==> src/rtl/filtros_pkg.sv <==
// Shared types and helpers for the image-filter accumulation blocks.
package filtros_pkg;

  typedef enum logic {
    ACCUM = 1'b0,
    HOLD  = 1'b1
  } acc_state_t;

  localparam int DEF_PIX_W = 8;

  // Group-sum width: one extra bit per doubling of the group size.
  function automatic int sum_w(input int pix_w, input int win_log2);
    return pix_w + win_log2;
  endfunction

endpackage

==> src/rtl/acc_adder.sv <==
// Combinational unsigned adder: running accumulator plus a zero-extended pixel.
module acc_adder #(
  parameter int A_W = 10,
  parameter int B_W = 8
) (
  input  logic [A_W-1:0] acc,
  input  logic [B_W-1:0] pix,
  output logic [A_W-1:0] sum
);

  assign sum = acc + {{(A_W-B_W){1'b0}}, pix};

endmodule

==> src/rtl/pixel_avg_accum.sv <==
// Streaming pixel accumulator: sums groups of 2**WIN_LOG2 pixels, emits sum and average.
// Define PIX_AVG_ROUND_EN for round-half-up averaging; truncation otherwise.
module pixel_avg_accum
  import filtros_pkg::*;
#(
  parameter int PIX_W    = DEF_PIX_W,
  parameter int WIN_LOG2 = 2
) (
  input  logic                      clk,
  input  logic                      rst,
  input  logic                      clear,
  input  logic                      in_valid,
  output logic                      in_ready,
  input  logic [PIX_W-1:0]          in_pix,
  output logic                      out_valid,
  input  logic                      out_ready,
  output logic [PIX_W+WIN_LOG2-1:0] out_sum,
  output logic [PIX_W-1:0]          out_avg
);

  localparam int SUM_W = sum_w(PIX_W, WIN_LOG2);
  localparam logic [WIN_LOG2-1:0] CNT_LAST = '1;
  localparam logic [WIN_LOG2-1:0] CNT_ONE  = {{(WIN_LOG2-1){1'b0}}, 1'b1};

  acc_state_t          state;
  logic [SUM_W-1:0]    acc;
  logic [WIN_LOG2-1:0] cnt;
  logic [SUM_W-1:0]    sum_next;
  logic [PIX_W-1:0]    avg_next;

  acc_adder #(
    .A_W(SUM_W),
    .B_W(PIX_W)
  ) u_adder (
    .acc(acc),
    .pix(in_pix),
    .sum(sum_next)
  );

  // Adding 2**(WIN_LOG2-1) before the shift equals adding the bit just below the cut.
`ifdef PIX_AVG_ROUND_EN
  assign avg_next = sum_next[SUM_W-1:WIN_LOG2]
                  + {{(PIX_W-1){1'b0}}, sum_next[WIN_LOG2-1]};
`else
  assign avg_next = sum_next[SUM_W-1:WIN_LOG2];
`endif

  assign in_ready = (state == ACCUM);

  always_ff @(posedge clk or posedge rst) begin
    if (rst) begin
      state     <= ACCUM;
      acc       <= '0;
      cnt       <= '0;
      out_valid <= 1'b0;
      out_sum   <= '0;
      out_avg   <= '0;
    end else if (clear) begin
      state     <= ACCUM;
      acc       <= '0;
      cnt       <= '0;
      out_valid <= 1'b0;
    end else begin
      case (state)
        ACCUM: begin
          if (in_valid) begin
            acc <= sum_next;
            cnt <= cnt + CNT_ONE;
            if (cnt == CNT_LAST) begin
              state     <= HOLD;
              out_sum   <= sum_next;
              out_avg   <= avg_next;
              out_valid <= 1'b1;
            end
          end
        end
        HOLD: begin
          if (out_ready) begin
            state     <= ACCUM;
            acc       <= '0;
            cnt       <= '0;
            out_valid <= 1'b0;
          end
        end
        default: state <= ACCUM;
      endcase
    end
  end

endmodule

==> config.mk <==
export PLATFORM = sky130hd
export DESIGN_NAME = pixel_avg_accum
export DESIGN_NICKNAME = d
export VERILOG_FILES = /design/src/rtl/filtros_pkg.sv /design/src/rtl/acc_adder.sv /design/src/rtl/pixel_avg_accum.sv
export SDC_FILE = /design/constraint.sdc
export NUM_CORES = 1
export LEC_CHECK = 0
export CAP_MARGIN = 15
export CORE_ASPECT_RATIO = 0.7
export CORE_UTILIZATION = 50
export DETAILED_ROUTE_END_ITERATION = 10
export GPL_TIMING_DRIVEN = 0
export PLACE_DENSITY = 0.8
export SETUP_SLACK_MARGIN = 0.02
export SYNTH_ARGS = -nofsm -noshare
export SYNTH_HDL_FRONTEND = slang
export SYNTH_SLANG_ARGS = --single-unit
==> constraint.sdc <==
create_clock -name clk -period 2 [get_ports clk]
set_input_delay 0.4 -clock clk [delete_from_list [all_inputs] [get_ports clk]]
set_output_delay 0.4 -clock clk [all_outputs]
set_load 0.01 [all_outputs]
After elaboration in Yosys (flattened, before gate mapping)
Index checks and enable logic that the tools add are counted.

Add/sub/neg operators: 2. Eq/ne operators: 4. Mux-type cells: 18. Bitwise logic cells: 2. Reductions and logical operators: 3.

Operators by type and width (count): $mux 10 (3); $pmux 10 s2 (1); $add 10x8->10 (1); $mux 1 (8); $mux 2 (3); $ne 3x3->1 const B (2); $pmux 1 s2 (2); $pmux 2 s2 (1); $reduce_and 4->1 (1); $ne 3x2->1 const B (1); $reduce_and 3->1 (1); $add 2x1->2 const B (1); $eq 2x2->1 const B (1); $not 1->1 (2); $reduce_and 2->1 (1).

Bits in registers: 32. Output and inout bits: 20. Logic and storage cells: 35.

Depth between registers and ports, before layout
Gate-level depths: netlist of run 1.

Depth in word-level cells: 5. Depth in mapped cells: 7. Mapped depth without buffers: 7.

Modules after synthesis
A second synthesis of run 1 with hierarchy kept.

Cells, all modules: 135. Area total of the unflattened synthesis: 1481.4 sq um.

By module, submodules not included: pixel_avg_accum (instances 1, cells each 83, area each 1082.3 sq um); acc_adder (instances 1, cells each 52, area each 399.1 sq um).

Worst setup path before layout of run 1
OpenSTA, ideal clock, no wires.

Path kind: input to register. Start point: input port in_pix[0]. End point: register acc[8]. Library setup time: 127 ps. Arrival time: 1695 ps. Slack: 178 ps. Stages on the path: 7. Cell sequence: ha_1 > inv_1 > fa_1 > nand2b_1 > a211o_1 > a31oi_1 > mux2i_1.

Longest elaborated chain between the ends: 4.

Ends and longest elaborated chain: start, declared (line pixel_avg_accum.sv:14) `input logic [PIX_W-1:0] in_pix,`; $add 10x8->10 (line acc_adder.sv:11) `assign sum = acc + {{(A_W-B_W){1'b0}}, pix};`; $mux 10 (line pixel_avg_accum.sv:66) `if (in_valid) begin`; $pmux 10 s2 (line pixel_avg_accum.sv:64) `case (state)`; $mux 10 (line pixel_avg_accum.sv:58) `end else if (clear) begin`; end signal, assigned (line pixel_avg_accum.sv:67) `acc <= sum_next;`; end, declared (line pixel_avg_accum.sv:26) `logic [SUM_W-1:0] acc;`.

Every way passes these cells. The select of a mux whose other input is x is not followed. A chain may end at the register's enable or synchronous reset.

Worst setup path after layout of run 1
Start point: input port in_pix[1]. End point: register acc[8].

Same word-level chain as after synthesis.

==> results of run 1 <==
==> metal layers <==
layer / global-route usage (%) / part of all wire, % / vias to the layer above
met5: 0 / 0 / -
met4: 8.94 / 0.57 / 0
met3: 6.55 / 8.3 / 2
met2: 39.6 / 47 / 66
met1: 32.4 / 44 / 593
li1: - / - / 604
==> critical path, stage by stage <==
cell             delay, ns
clkdlybuf4s50_1       0.48
inv_1                 0.06
fa_2                  0.39
nand2b_4              0.17
a211o_1               0.29
a31oi_1               0.19
mux2i_1               0.09
==> Yosys cell counts (all sizes together) (2+ instances only) <==
cell,count,share of area [%]
dfrtp,24,41
nand2,18,4.6
buf,11,5.6
o21ai,10,3.4
ha,9,7.7
a21oi,6,2.1
inv,6,1.5
o31ai,5,2.6
a22o,4,2.4
nand3,4,1.4
nor2,4,1.0
o21a,4,2.1
a21boi,3,1.8
a21o,3,1.5
mux2,3,2.8
o211ai,3,1.9
a211o,2,1.2
a211oi,2,1.4
and2,2,0.86
nand4,2,0.86
nor3,2,0.69
o2111ai,2,1.2
xnor2,2,1.2
==> sequential cells by signal, summed over array words and instances, names as in the netlist <==
name,cells
state,1
out_avg,1
acc,10
cnt,2
out_sum,9
out_valid,1
==> stage by stage <==
step	hold WS [ns]	cells	area, sq um
final	0.494	216	1910
after global routing	0.524	216	1910
after CTS	0.499	215	1890
after detailed placement	0.481	210	1820
after global placement	0.462	210	1820
after floorplan	0.415	144	1460
==> power breakdown <==
part           leakage (nW)  total (mW)  switching [mW]  internal [mW]
Clock                0.0216       0.278           0.143          0.134
Sequential            0.324       0.590          0.0440          0.546
Combinational         0.514       0.542           0.242          0.300
Total                 0.860        1.41           0.430          0.981
==> worst max-delay path by stage <==
stage	from	to	depth (start not counted)
global route	in_pix[4]	acc[7]	6
global placement	in_pix[0]	acc[8]	8
finish	in_pix[1]	acc[8]	7
CTS	in_pix[4]	acc[7]	6
detailed placement	in_pix[0]	acc[4]	8
floorplan	in_pix[0]	acc[8]	7
==> cell families (layout without fill, tap and decap cells) <==
| group | after synthesis | count (layout) | share of synthesized area [%] |
|---|---|---|---|
| xor+xnor | 3 | 3 | 1.80 |
| flops | 24 | 24 | 41.2 |
| mux | 4 | 4 | 3.52 |
| fa+ha+maj | 10 | 10 | 9.09 |
| buf+inv | 18 | 56 | 7.38 |
| compound gates | 48 | 48 | 23.9 |
| simple gates | 37 | 37 | 13.1 |
==> timing repair <==
action                                  CTS  global route
gates resized for setup                   6             4
buffers inserted                          2             1
endpoints found under the hold margin     0             0
hold buffers                              0             0
pin swaps                                 4             2
endpoints found under the setup margin    6             7
==> layout make-up <==
cell class | instances | area (sq um)
multi-input combinational | 102 | 773
clock buffer | 3 | 41.3
buffer | 12 | 85.1
sequential | 24 | 601
timing repair buffer | 35 | 342
inverter | 6 | 22.5
fill | 176 | 702
tap | 34 | 42.5
==> metrics, run 1 <==
clock skew between 0.005 and 0.006 ns; Chip Height 47.2 um; Arr. time, crit path between 2 and 2.5 ns; Mapped Cells approximately 140; drt wl/cell between 15 and 20 um; clock latency on the worst-skew pair approximately 0.26 ns; commonest non-fill, non-tap cell in the layout clkdlybuf4s50_1; crit-path max FO 4; DRC viols 0; vias in the first global route about 1200; Post-Route WL about 3.3 mm; min-delay src acc[6]; Pre-antenna DRT Iters 4; Setup crit start kind primary input; Core Footprint 2610 sq um; Avg Cell Area, Syn 10.1 sq um; Final WS setup 0.0690 ns; H-Tree Depth 1; data required time at the worst endpoint 2.15 ns; R2R setup slack approximately 0.19 ns; Vias/cell approximately 5.9; Root Buffer clkbuf_8; R2R depth 7; number of synthesized flops with an enable pin 0; TritonCTS clock tree yes; Pwr Density between 700 and 800 nW/um^2; Tcrit/Tclk final around 97%; DR iter-0 viols between 50 and 60; dpl ws -0.455 ns; hold endpoint acc[6]; Tmin final approximately 1.9 ns; measured slew at the worst slew-check pin about 0.91 ns; Worst slew margin approximately 40%; nets approximately 210; Max-cap violations 0; RePlAce Congestion between 0.8 and 0.9; Synth async-reset ratio 100%; Clock transition at path regs approximately 0.08 ns; largest net degree at the start of global routing 25; gr usage total 24.6%; post-synthesis cell area about 1500 sq um; Slew Viols, Final 0; register area share after synthesis roughly two fifths; final antenna-violating net count 0; Cell Rows 15; port bufs 32; worst min path class flop to flop; Post-DP HPWL 2.41 mm; RSZ-0062 raised after global routing no; Pleak roughly 0.86 nW; commonest cells after routing, fill and taps aside clkdlybuf4s50_1 (31), dfrtp_1 (24), nand2_1 (18), buf_4 (11), o21ai_0 (10); Starting Density between 50% and 60%; Layout area overhead 30.7%; Synth cell types 43; warnings from Yosys 0; Core Util, Final roughly three quarters; status complete, no violations; first-pass GRT wire length between 5 and 6 mm; initial antenna violation count 0; setup_tns 0 ns; Crit Path Class primary input to flop; diodes inserted 0; die area between 3000 and 4000 sq um; syn_nets ~170; Peak VDD IR around 0.00056 V; Worst R2R End acc[8]; R2R Path Start acc[0]; total CTS buffers 3; Vias approximately 1300; Main synth FF type dfrtp_1; Sink Count 24; share of cells above drive strength 1 a little under a fifth; worst hold path depth 2; io pins 33; final setup fails 0; Die X between 60 and 70 um; Synth Register Bits 24; Max clock buf depth 2; Final Hold Viols 0; Max Freq a little over 500 MHz; Critical Path Sink Type flop; GRT overflow 0; total design power between 1 and 1.5 mW
(Power assumes the default switching activity.)
==> run 2: changes to the inputs <==
- ABC_AREA: not set -> 1
- PLACE_DENSITY: 0.8 -> 0.79
- SKIP_LAST_GASP: not set -> 1
- SLEW_MARGIN: not set -> 20
==> metrics, run 2 <==
Root Buffer clkbuf_8; top cells by count, synth nand2_1 (62), dfrtp_1 (24), nand3_1 (16); Buf/Inv on CP 2; Filler Cells Inserted between 200 and 250; final setup fails 0; crit-path max FO 4; Core Util, Final 69.4%; final antenna-violating net count 0; largest net degree at the start of global routing 25; Slew Viols, Final 0; GRT overflow 0; share of cells above drive strength 1 roughly 17%; Top Registers acc: 10 flops, out_sum: 9 flops, cnt: 2 flops; Die X approximately 67 um; io pins 33; Vias/cell 5.19; DRC viols 0; largest cells by area after synthesis dfrtp_1 (41%), nand2_1 (16%), ha_1 (7.7%); clock latency on the worst-skew pair 0.27 ns; slowest cell on the critical path clkdlybuf4s50_1; Chip Height 47.3 um; worst min path class flop to flop; Max-cap violations 0; first-pass GRT wire length 5.42 mm; Post-DP HPWL 2.50 mm; vias in the first global route 1253; Mapped Cells between 150 and 200; post-synthesis cell area 1460 sq um; Vias roughly 1300; gr usage total between 20% and 30%; Synth cell types 30; Critical Path Sink Type flop; RePlAce Congestion 0.855; drt wl/cell roughly 14 um; Setup crit start kind primary input; Starting Density 52.6%; cell family with most CP delay buffers and inverters; data required time at the worst endpoint 2.17 ns; syn_nets roughly 200; Synth async-reset ratio 100%; Sink Count 24; initial antenna violation count 0; clock skew a little over 0.008 ns; register area share after synthesis between 40% and 50%; post-synth top area cell dfrtp_1; dpl ws -0.335 ns; Post-Layout Cell Count approximately 250; Final Cell Area around 1900 sq um; commonest cells after routing, fill and taps aside nand2_1 (60), clkdlybuf4s50_1 (31), dfrtp_1 (24), nand3_1 (16), inv_1 (13); Clock transition at path regs approximately 0.080 ns; Post-Route WL roughly 3.5 mm; Final WS setup 0.0976 ns; Core Footprint roughly 2800 sq um; most common cell in the netlist nand2_1; number of synthesized flops with an enable pin 0; Max clock buf depth 2; Synth Register Bits 24; Main synth FF type dfrtp_1; Cell Rows 16; H-Tree Depth 1; Peak VDD IR roughly 0.00076 V; total CTS buffers 3; Synth top area share between 40% and 50%; Pwr Density ~760 nW/um^2; commonest non-fill, non-tap cell in the layout nand2_1; Layout area overhead 31.9%; TritonCTS clock tree yes; Largest stage delay, worst path 0.40 ns; Arr. time, crit path approximately 2.1 ns; Pleak approximately 1.0 nW; Hold-fix buffers, CTS 0; Avg Cell Area, Syn ~8.2 sq um; measured slew at the worst slew-check pin between 0.9 and 1 ns; Crit Path Class primary input to flop; max reg flops 10; Final Hold Viols 0; nets 241; total design power 1.47 mW; worst path cell trace clkdlybuf4s50_1 > ha_1 > a21oi_1 > o21ai_4 > buf_6 > or2_1 > nand3_1 > nand2_1; status complete, no violations; Cell Area, Placed 1830 sq um; Pre-antenna DRT Iters 4; DR iter-0 viols 61; diodes inserted 0; Top reg by flops acc; die area approximately 3200 sq um; placed insts between 200 and 250; Tmin final roughly 1.9 ns; warnings from Yosys 0; RSZ-0062 raised after global routing no; Tcrit/Tclk final roughly 95%; Max Freq around 530 MHz; port bufs 32; Worst slew margin between 30% and 40%
run 2: cell count changes after synthesis, moves of 3 or more:
cell      before  now
inv_1          6   14
o21ai_2        0    3
o21ai_0       10    1
inv_2          0    4
nand3_1        4   16
o21ai_1        0    5
nand3b_1       0    3
o31ai_1        5    1
nand2_1       18   62
a21oi_1        6    3
a22o_1         4    1
run 2: worst paths after layout:
kind                       startpoint          to  slack [ns]  cells after the start
max in group asynchronous         rst      cnt[1]        0.80                      2
max reg2reg                    acc[3]  out_sum[4]        0.25                      7
max                         in_pix[3]  out_sum[4]         0.1                      8
min reg2reg                    cnt[0]      cnt[0]        0.49                      1
min                            cnt[0]      cnt[0]        0.49                      1
min in group asynchronous         rst  out_sum[6]        0.62                      2
run 2: area by class of cell:
type                    count  area [sq um]  area share (%)
well taps                  36          45.0            2.33
flip-flops and latches     24           601            31.1
plain buffers              10          82.6            4.28
repair buffers             35           349            18.1
clock buffers               4          55.1            2.85
inverters                  18          67.6            3.50
multi-input cells         126           731            37.8
run 2: per-stage QoR:
stage / TNS [ns] / hold WS, ns
final: 0 / 0.490
after global routing: 0 / 0.515
after CTS: 0 / 0.491
after detailed placement: -1.73 / 0.474
after global placement: -1.30 / 0.462
after floorplan: 0 / 0.415
run 2: logic make-up (layout without fill, tap and decap cells):
family                     Yosys count  count (layout)  share of synthesized area (%)
DFF                                 24              24                           41.0
adders and majority gates           10              10                           9.06
xor gates and xnor gates             2               2                           1.20
buffers and inverters               28              67                           10.3
and+or+nand+nor                     95              95                           29.9
AOI/OAI and AO/OA                   19              19                           8.55
run 2: what timing repair did:
action / CTS / global route
resized for setup: 2 / 6
pin swaps: 1 / 7
setup endpoints to repair: 4 / 4
setup buffers: 0 / 3
run 2: report_power, final:
group          switching (mW)  internal, mW  total [mW]
combinational           0.258         0.278       0.535
sequential             0.0424         0.546       0.588
clock                   0.167         0.176       0.343
total                   0.467          1.00        1.47
run 2: metal layers:
layer	GRT usage, %	vias up	part of all wire, %
li1	-	642	-
met1	28.7	608	43
met2	42.0	52	49
met3	7.04	10	6.3
met4	6.81	0	1.6
met5	0	-	0
==> run 3: changes to the inputs <==
- PLACE_DENSITY: 0.79 -> 0.78
==> metrics, run 3 (synthesis results as in run 2) <==
measured slew at the worst slew-check pin approximately 0.9 ns; diodes inserted 0; dpl ws -0.298 ns; share of cells above drive strength 1 between 15 and 20%; H-Tree Depth 1; Post-DP HPWL between 2 and 2.5 mm; Post-Route WL between 3 and 4 mm; Top Registers acc: 10 flops, out_sum: 9 flops, cnt: 2 flops; Cell Rows 16; R2R depth 8; RSZ-0062 raised after global routing no; io pins 33; clock skew approximately 0.0036 ns; RePlAce Congestion 0.831; Chip Height 47.3 um; Tcrit/Tclk final slightly below 100%; drt wl/cell 12.6 um; Max clock buf depth 2; Worst R2R End out_sum[4]; data required time at the worst endpoint approximately 2.2 ns; Final WS setup a little under 0.08 ns; commonest cells after routing, fill and taps aside nand2_1 (61), clkdlybuf4s50_1 (32), dfrtp_1 (24), nand3_1 (16), inv_1 (14); placed insts about 250; Core Util, Final 69.2%; DR iter-0 viols between 60 and 70; max reg flops 10; Max Freq ~520 MHz; Final Hold Viols 0; Core Footprint 2780 sq um; Filler Cells Inserted 227; Post-Layout Cell Count ~250; worst min path class flop to flop; Critical path origin in_pix[0]; initial antenna violation count 0; GRT overflow 0; Die X 66.7 um; Clock transition at path regs 0.08 ns; Vias/cell between 4 and 5; Pwr Density 751 nW/um^2; Hold-fix buffers, CTS 0; Setup crit start kind primary input; nets 241; Pre-antenna DRT Iters 4; Starting Density 52.6%; largest net degree at the start of global routing 25; gr usage total a little under a quarter; Setup crit end out_sum[4]; total CTS buffers 3; Top reg by flops acc; final setup fails 0; Layout area overhead 31.5%; Vias 1255; Pleak between 1 and 1.5 nW; Critical Path Sink Type flop; DRC viols 0; Tmin final about 1.9 ns; clock latency on the worst-skew pair around 0.27 ns; status complete, no violations; Slew Viols, Final 0; final antenna-violating net count 0; die area roughly 3200 sq um; R2R setup slack roughly 0.3 ns; Peak VDD IR ~0.00061 V; first-pass GRT wire length ~5.2 mm; Max-cap violations 0; R2R Path Start acc[0]; vias in the first global route roughly 1200; worst hold path depth 2; Worst slew margin 39.7%; Root Buffer clkbuf_8; Arr. time, crit path ~2.1 ns; commonest non-fill, non-tap cell in the layout nand2_1; TritonCTS clock tree yes; port bufs 32; Crit Path Class primary input to flop; Sink Count 24; total design power between 1 and 1.5 mW; crit-path max FO 3
## run 3: changes by cell type in the layout (fill, tap and decap cells not counted)
cell,before,now
a21oi_1,3,2
a21oi_2,1,2
buf_4,10,11
buf_6,3,2
clkdlybuf4s50_1,31,32
dlymetal6s2s_1,1,0
inv_1,13,14
inv_2,5,4
nand2_1,60,61
nand2_2,4,3
## run 3: cell type report
cell class | count | area (sq um) | area share [%]
well taps | 36 | 45.0 | 2.34
flip-flops and latches | 24 | 601 | 31.2
clock buffers | 4 | 55.1 | 2.86
inverters | 18 | 67.6 | 3.51
plain buffers | 10 | 82.6 | 4.29
repair buffers | 35 | 343 | 17.8
multi-input cells | 126 | 732 | 38.0
## run 3: worst min path at each step
| stage | from | end |
|---|---|---|
| after floorplan | rst | acc[0] |
| after global placement | out_valid | out_valid |
| after detailed placement | out_valid | out_valid |
| after CTS | out_sum[0] | out_sum[0] |
| after global routing | acc[4] | acc[4] |
| final | out_sum[0] | out_sum[0] |
## run 3: critical path, cell delays in order
cell and delay [ns]:
clkdlybuf4s50_1 0.46, ha_2 0.17, inv_1 0.06, fa_2 0.42
o21ai_4 0.22, buf_4 0.15, nand2_1 0.07, nand3_1 0.09
nand2_1 0.05
## run 3: power by group
part           internal [mW]  switching, mW
combinational          0.276          0.249
sequential             0.546         0.0421
clock                  0.176          0.157
total                  0.998          0.448
## run 3: routing by layer
metal / global-route usage [%] / part of all wire (%)
met1: 29.5 / 47
met2: 40.0 / 45
met3: 6.07 / 7.8
met4: 4.68 / 0
met5: 0 / 0
## run 3: timing repair
action | 4_1_cts | 5_1_grt
gates cloned | 0 | 0
buffers inserted | 1 | 2
pin swaps | 1 | 3
resized for setup | 0 | 5
setup endpoints to repair | 4 | 6
## run 3: metrics by stage
step	hold WS (ns)	setup TNS [ns]	instance area [sq um]
3_5_place_dp	0.466	-1.48	1830
2_1_floorplan	0.415	0	1460
6_report	0.489	0	1930
4_1_cts	0.495	0	1890
3_3_place_gp	0.461	-1.29	1830
5_1_grt	0.518	0	1930
